File: src/rtl/rr_arbiter.sv
// Round-robin arbiter: a registered one-hot grant is held until its requester releases,
// with re-arbitration in the same edge as the release.
module rr_arbiter #(
  parameter int unsigned WIDTH = 10
) (
  input  logic             clock,
  input  logic             reset,
  input  logic             enable,
  input  logic [WIDTH-1:0] request,
  output logic [WIDTH-1:0] grant,
  output logic             grant_valid,
  output logic [3:0]       grant_id
);

  typedef enum logic [0:0] {StIdle, StGranted} state_e;

  state_e           state_q, state_d;
  logic [3:0]       ptr_q, ptr_d;
  logic [WIDTH-1:0] grant_q, grant_d;
  logic [3:0]       grant_id_q, grant_id_d;
  logic             grant_valid_q, grant_valid_d;

  logic [WIDTH-1:0] cand;
  logic             held;
  logic             found;
  logic [3:0]       win;

  assign held = (state_q == StGranted) && request[grant_id_q];
  // The releasing requester must not win the arbitration at its own release edge.
  assign cand = (state_q == StGranted) ? (request & ~grant_q) : request;

  always_comb begin : scan
    logic [4:0] sum;
    sum   = '0;
    found = 1'b0;
    win   = '0;
    for (int unsigned off = 0; off < WIDTH; off++) begin
      sum = {1'b0, ptr_q} + 5'(off);
      if (sum >= 5'(WIDTH)) sum = sum - 5'(WIDTH);
      if (!found && cand[sum[3:0]]) begin
        found = 1'b1;
        win   = sum[3:0];
      end
    end
  end

  always_comb begin
    state_d       = state_q;
    ptr_d         = ptr_q;
    grant_d       = grant_q;
    grant_id_d    = grant_id_q;
    grant_valid_d = grant_valid_q;
    if (!held) begin
      if (enable && found) begin
        state_d       = StGranted;
        grant_d       = WIDTH'(1) << win;
        grant_id_d    = win;
        grant_valid_d = 1'b1;
        ptr_d         = (win == 4'(WIDTH - 1)) ? 4'd0 : win + 4'd1;
      end else begin
        state_d       = StIdle;
        grant_d       = '0;
        grant_id_d    = '0;
        grant_valid_d = 1'b0;
      end
    end
  end

  always_ff @(posedge clock or negedge reset) begin
    if (!reset) begin
      state_q       <= StIdle;
      ptr_q         <= '0;
      grant_q       <= '0;
      grant_id_q    <= '0;
      grant_valid_q <= 1'b0;
    end else begin
      state_q       <= state_d;
      ptr_q         <= ptr_d;
      grant_q       <= grant_d;
      grant_id_q    <= grant_id_d;
      grant_valid_q <= grant_valid_d;
    end
  end

  assign grant       = grant_q;
  assign grant_valid = grant_valid_q;
  assign grant_id    = grant_id_q;

endmodule

File: config.mk
export PLATFORM = sky130hd
export DESIGN_NAME = rr_arbiter
export DESIGN_NICKNAME = d
export VERILOG_FILES = /design/src/rtl/rr_arbiter.sv
export SDC_FILE = /design/constraint.sdc
export NUM_CORES = 1
export LEC_CHECK = 0
export BUFFER_PORTS_ARGS = -buffer_cell sky130_fd_sc_hd__buf_2
export CAP_MARGIN = 30
export CORE_UTILIZATION = 60
export DETAILED_ROUTE_END_ITERATION = 7
export GPL_ROUTABILITY_DRIVEN = 0
export GPL_TIMING_DRIVEN = 0
export PLACE_DENSITY = 0.77
export SLEW_MARGIN = 20
export SYNTH_ARGS = -nofsm -noshare
export SYNTH_HDL_FRONTEND = slang
export SYNTH_SLANG_ARGS = --single-unit
File: constraint.sdc
create_clock -name clock -period 10.7 [get_ports clock]
set_input_delay 2.675 -clock clock [delete_from_list [all_inputs] [get_ports clock]]
set_output_delay 2.675 -clock clock [all_outputs]
set_load 0.1 [all_outputs]
After elaboration in Yosys (flattened, before gate mapping)
Cells that the tools add are included.

storage, ports and cells
  register bits = 19
  input bits = 13
  output and inout bits = 15
  word-level logic and storage cells = 128

cells by class
  add/sub/neg operators = 20
  order comparisons = 21
  equal/unequal tests = 1
  shift operators = 1
  mux-type cells = 57
  bitwise operators = 3
  reduce and logical (&&, ||, !) cells = 21

operators with widths
  operator                                                    count
  two-way mux 4 bit                                           22
  less-than comparator 4 x 5 -> 1 bit, second input constant  11
  >= comparator 5 x 4 -> 1 bit, second input constant         9
  binary-select mux 1 bit (select 4 bit)                      11
  subtractor 4 bit, second input constant                     10
  two-way mux 1 bit                                           22
  adder 4 x 3 -> 5 bit, second input constant                 4
  two-way mux 10 bit                                          2
  logical AND 1 bit                                           11
  adder 4 x 2 -> 5 bit, second input constant                 2
  adder 4 x 4 -> 5 bit, second input constant                 2
  AND 10 bit                                                  1
  NOT 10 bit                                                  1
  << shifter 1 x 4 -> 10 bit, first input constant            1
  logical NOT 1 bit                                           9
  adder 4 x 1 -> 5 bit, second input constant                 1
  adder 4 x 1 -> 4 bit, second input constant                 1
  equality test 4 bit, second input constant                  1
  >= comparator 4 bit, second input constant                  1
  AND reduction 2 bit                                         1
  NOT 1 bit                                                   1

Longest topological paths before layout
Gate-level depths: netlist of run 1.

  depth after elaboration = 35
  gate-level depth with buffers = 22
  mapped depth without buffers = 19

Least setup slack after synthesis of run 1
Ideal clock, no wire load.

  kind = in2reg
  start point = in request[5]
  end point = reg ptr_q[2]
  setup time = 0.132 ns
  arrival time = 5.384 ns
  data required time = 10.568 ns
  setup slack = 5.184 ns
  stages = 14
  buffers on the path = 0
  path through = a21boi_1 > mux4_1 > nand4_1 > a41oi_2 > a31oi_2 > nand4_2 > or3_1 > o32ai_2 > a21oi_2 > nor2_4 > inv_2 > ha_1 > nand2_1 > o22ai_1

between the ends
  longest elaborated chain between the ends = 34
  elaborated cells between the ends (all ways) = 69

ends and longest elaborated chain
  element                                                   RTL line  source
  start: declaration                                        9         input logic [WIDTH-1:0] request,
  AND 10 bit                                                30        assign cand = (state_q == StGranted) ? (request & ~grant_q) : request;
  two-way mux 10 bit                                        30
  binary-select mux 1 bit (select 4 bit)                    40        if (!found && cand[sum[3:0]]) begin
  two-way mux 1 bit (implied by the code)                   40
  two-way mux 1 bit                                         40
  logical NOT 1 bit                                         40
  logical AND 1 bit                                         40
  two-way mux 1 bit                                         40
  [18 not listed]                                           --
  logical NOT 1 bit                                         40
  logical AND 1 bit                                         40
  two-way mux 1 bit                                         40
  logical NOT 1 bit                                         40
  logical AND 1 bit                                         40
  two-way mux 4 bit or two-way mux 1 bit (tied branches)    40
  adder 4 x 1 -> 4 bit (tied with other cells)              59        ptr_d = (win == 4'(WIDTH - 1)) ? 4'd0 : win + 4'd1;
  two-way mux 4 bit or AND reduction 2 bit (tied branches)  --
  end signal: assignment                                    78        ptr_q <= ptr_d;
  end: declaration                                          18        logic [3:0] ptr_q, ptr_d;

Several ways; a longest one is shown, not always the timed one. The select of a mux whose other input is x is not followed.
A chain may end at the register's enable or synchronous reset.

Final worst setup path of run 1
  start point = in request[7]
  end point = reg ptr_q[2]

Same word-level chain as after synthesis.

==> metrics.txt, run 1 <==
fraction of layout cells with a size suffix above 1=about a fifth; max-capacitance violation count=0; Die Span Y=roughly 86 µm; worst min path class=reg2reg; status=complete, no violations; # hold bufs at CTS=0; core area=~6800 µm²; vias=roughly 4,600; final worst clock skew=~0.0011 ns; flop-to-flop setup slack=between 4 and 5 ns; Initial Util=61.94%; IO Pins=28; Vias/cell=7.306; Max FO, Critical Path=9; Detail Route Antenna Nets=0; Final setup viols=0; post-DP HPWL=10.59 mm; Site Rows=30; largest net degree at the start of global routing=20; CTS sink cnt=19; area growth from synthesis to layout=6.786%; Highest Clock Rate=0.1672 GHz; worst skew pair latency=0.25 ns; Cells after Synth=around 520; clock tree root driver cell=clkbuf_8; die span in x=85.52 µm; CTS-repair resized insts=0; Worst setup EP type=register; first-pass GRT wire length=20.82 mm; Worst-Margin Slew=0.9939 ns; kind of critical path=in2reg; yosys synthesis warning count=0; Final Max Tran Viols=0; final hold vios=0; RSZ-0062 raised after global routing=false; GRT overflow=0; top cells by count, synth=nand2_1 (48), a21oi_1 (34), nor2_1 (30), ha_1 (23), mux2i_1 (22); Worst setup SP type=primary input; Num CTS Buffers=3; share of async-settable or async-resettable flops after synthesis=100.0%; sequential area share after synthesis=between 10 and 15%; setup bufs post-CTS=0; H-tree lvl count=1; most common cell in the netlist=nand2_1; IO Port Bufs=27; syn_nets=553; post-DR wirelength/cell=~21 µm; crit share post-route=a little under three fifths; initial antenna violation count=0; ANT cells=0; Max-slew headroom=33.74%; first-pass detailed-route iteration total=7; die area=around 7300 µm²; Mean Syn Cell Area=around 8 µm²; nets=roughly 590; Synth top area share=approximately 11%; ys flop type=dfrtp_1; Max Root-Sink Buffers=2; All-Layer GR Usage=between 30% and 40%; Worst-path clk slew=approximately 0.07 ns; minimum clock period=5.979 ns; library cells used by synthesis=103; Critical Path AT=about 6.1 ns; Seq cells post-synth=19; top cell type by total area after synthesis=dfrtp_1; worst endpoint required time=10.82 ns; EDFF count, synth=0; Initial DRC Count=between 400 and 500; setup TNS=0 ns; Worst Hold Slack=0.5380 ns; vias in the first global route=between 4,000 and 5,000; Synth area leaders=dfrtp_1 (11%), ha_1 (6.9%), mux2i_1 (5.3%); Cell Area, Synth=between 4000 and 5000 µm²; total wire length=roughly 13 mm; TritonCTS clock tree=built; DRC viols=0
-- per-layer routing --
layer,part of all wire (%),GRT usage (%),vias up
li1,-,-,2082
met3,9.0,4.620,50
met5,0,0,-
met4,3.3,12.58,0
met2,45,57.09,268
met1,43,50.48,2181
-- worst paths after layout --
kind	startpoint	to	cells after the start
min in group asynchronous	reset	grant[5]	1
worst max-delay path	request[7]	ptr_q[2]	15
worst max register to register	ptr_q[1]	ptr_q[2]	22
worst min register to register	grant[4]	grant[4]	1
worst min-delay path	grant[4]	grant[4]	1
max in group asynchronous	reset	grant[8]	1
-- critical path: stages --
cell and delay, ns:
buf_2 0.10, a21boi_1 0.17, mux2i_1 0.58, o22ai_1 0.19, o21a_1 0.25, o31ai_4 0.46, nand4_2 0.17, or3_1 0.41
o32ai_2 0.31, a21oi_2 0.08, nor2_4 0.20, inv_2 0.08, ha_1 0.30, nand2_1 0.06, o22ai_1 0.06
-- state kept, by name, summed over array words and instances, names as in the netlist --
register	flops
ptr_q	4
grant_valid	1
grant	10
grant_id	4
-- stage by stage --
step | std cells | worst slack (ns) | utilization, % | instance area, µm²
2_1_floorplan | 516 | 5.184 | - | 4185
3_3_place_gp | 623 | 4.633 | 65.43 | 4420
3_5_place_dp | 623 | 4.580 | 65.43 | 4420
4_1_cts | 627 | 4.838 | 66.15 | 4469
5_1_grt | 627 | 4.320 | 66.15 | 4469
6_report | 627 | 4.721 | 66.15 | 4469
-- layout make-up --
type,instances,area [µm²]
Buffer,23,157.7
Clock buffer,3,41.29
Clock inverter,1,7.507
Fill cell,577,2287
Inverter,20,75.07
Multi-Input combinational cell,454,3477
Sequential cell,19,475.5
Tap cell,80,100.1
Timing Repair Buffer,27,135.1
-- cell usage in the layout, fill, tap and decap left out, types with 6 or more instances in the layout --
master,instances
nand2_1,48
a21oi_1,34
buf_2,33
nor2_1,30
ha_1,23
mux2i_1,22
o21ai_0,19
dfrtp_1,19
inv_1,16
nand2b_1,13
nand3_1,13
a32o_1,11
nor3_1,10
and2_1,8
a21boi_1,8
mux2_2,8
o211ai_1,8
o21ai_1,8
a31oi_1,7
o22ai_1,7
a21boi_0,7
xnor2_1,7
clkbuf_1,6
a21o_1,6
o21a_1,6
a211o_1,6
-- kinds of logic after synthesis --
logic type	Yosys count	share of synthesized area, %
buf+inv	43	5.560
simple gates	180	24.10
mux	37	11.06
flops	19	11.36
compound gates	202	37.55
xor+xnor	11	3.019
fa+ha+maj	24	7.354
Power of run 1 is not shown: default switching activity piles up to over one toggle a cycle in this logic, so the estimate is an artifact.
==> run 2, diff against run 1 <==
- clock period: 10.7 -> 5.8 ns (I/O delays scaled with it)
==> run 2 against run 1 <==
Via count rose by 0.74%. Register-to-register slack got worse by 4.5 ns. Die area did not move. Largest cell class unchanged. Critical path depth rose by 6. First-iteration DRC count rose by 2.3%. Global-route usage did not move. Critical endpoint unchanged. Count of clock-buffer cells in the layout did not move. Final cell count did not move. Flip-flop and latch count did not move. Non-clock buffer count did not move.
==> metrics.txt, run 2 (synthesis results as in run 1) <==
Critical Path AT=between 5 and 6 ns; fraction of layout cells with a size suffix above 1=between 20% and 30%; CP most frequent cell=ha_1; Site Rows=30; worst r2r src=ptr_q[1]; initial antenna violation count=0; die area=approximately 7300 µm²; largest net degree at the start of global routing=20; die span in x=approximately 86 µm; flop-to-flop setup slack=approximately 0.27 ns; Num CTS Buffers=3; # hold bufs at CTS=0; All-Layer GR Usage=between 30% and 40%; final hold vios=0; Worst path slowest cell=ha_2; CP Cell Sequence=buf_2, inv_1, clkbuf_2, ha_2, clkinv_1, ha_1, clkbuf_1, a21boi_0, a32o_1, nand3_1, a41oi_2, a31oi_2, nand4_2, or3_1, o32ai_2, a21oi_2, nor2_4, inv_2, ha_1, nand2_1, o22ai_1; max-capacitance violation count=0; nets=between 500 and 600; setup TNS=0 ns; minimum clock period=about 5.5 ns; first-pass GRT wire length=between 20 and 25 mm; RSZ-0062 raised after global routing=false; reg2reg end=ptr_q[2]; commonest non-fill, non-tap cell in the layout=nand2_1; Worst setup EP type=register; Die Span Y=around 86 µm; worst min path class=reg2reg; Final Max Tran Viols=0; Final setup viols=0; kind of critical path=reg2reg; first-pass detailed-route iteration total=8; core area=~6800 µm²; Worst setup SP type=register; vias=approximately 4,600; max reg flops=10; placed cell count=around 620; IO Pins=28; Worst-path clk slew=approximately 0.070 ns; met3 Usage GRT=roughly 4.6%; GRT overflow=0; Highest Clock Rate=about 0.18 GHz; global routing usage on met1=about half; Final Non-Filler Cells=627; Crit path largest cell delay=0.53 ns; worst skew pair latency=approximately 0.25 ns; IO Port Bufs=27; final worst clock skew=roughly 0.0016 ns; TritonCTS clock tree=built; R2R cell count=21; area growth from synthesis to layout=7.145%; global-route track usage on met2=between 50% and 60%; Initial DRC Count=between 400 and 500; Max-slew headroom=50.07%; Placed Instance Area=4420 µm²; Worst-Margin Slew=0.7281 ns; CTS sink cnt=19; Design Area, Final=4484 µm²; post-DR wirelength/cell=around 22 µm; Max Root-Sink Buffers=2; Core Util, Final=66.37%; post-DP HPWL=10.59 mm; Initial Util=between 60% and 70%; DRC viols=0; commonest non-fill, non-tap cells in the layout=nand2_1 (48), a21oi_1 (34), buf_2 (33); vias in the first global route=roughly 4,100; Top Usage Layer GRT=met2; crit share post-route=a little over nine tenths; sink of the worst hold path=grant[4]; Detail Route Antenna Nets=0; total wire length=around 14 mm; H-tree lvl count=1; ANT cells=0; clock tree root driver cell=clkbuf_8; status=complete, no violations; Worst Min Path Start=grant[4]; Hold Path Depth=1; Max FO, Critical Path=16; worst endpoint required time=5.92 ns; Vias/cell=around 7.4
==> run 2: cell counts in the layout (fill, tap and decap cells not counted) <==
No cell type changed its count.
==> run 2: worst max-delay path, delay by kind of cell, from the launching register on <==
| kind | cells | cell delay (ns) |
|---|---|---|
| compound gates | 7 | 1.56 |
| simple gates | 5 | 0.97 |
| buf+inv | 6 | 1.22 |
| flops | 1 | 0.52 |
| fa+ha+maj | 3 | 1.12 |
==> run 2: timing repair <==
action / 4_1_cts / 5_1_grt
endpoints found under the hold margin: 0 / 0
setup buffers: 0 / 0
resized for setup: 0 / 7
setup endpoints to repair: 0 / 16
==> run 2: how the worst max path moves through the flow <==
stage,startpoint,endpoint,cells past startpoint
after floorplan,ptr_q[1],ptr_q[2],22
after global placement,ptr_q[1],ptr_q[2],22
after detailed placement,ptr_q[1],ptr_q[2],22
after CTS,ptr_q[1],ptr_q[2],22
after global routing,ptr_q[1],ptr_q[2],22
final,ptr_q[1],ptr_q[2],21
==> run 2: area by class of cell <==
cell class              instances  area, µm²
multi-input cells             454       3490
fillers                       578       2272
flip-flops and latches         19      476.7
plain buffers                  23      158.9
repair buffers                 27      135.1
well taps                      80      100.1
inverters                      20      75.07
clock buffers                   3      41.29
clock inverters                 1      7.507
==> run 2: per-stage QoR <==
stage	hold WS, ns	worst slack (ns)
after CTS	0.5366	0.08329
final	0.5344	0.2665
after floorplan	0.9031	1.071
after global placement	0.5247	0.1747
after detailed placement	0.5171	0.1189
after global routing	0.5775	0.02488
==> run 2: metal layers <==
layer,vias to the layer above,wire [µm]
met1,2166,5615
met2,306,6078
li1,2089,-
met5,-,0
met3,54,1353
met4,0,474
Power of run 2 is left out for the same reason.
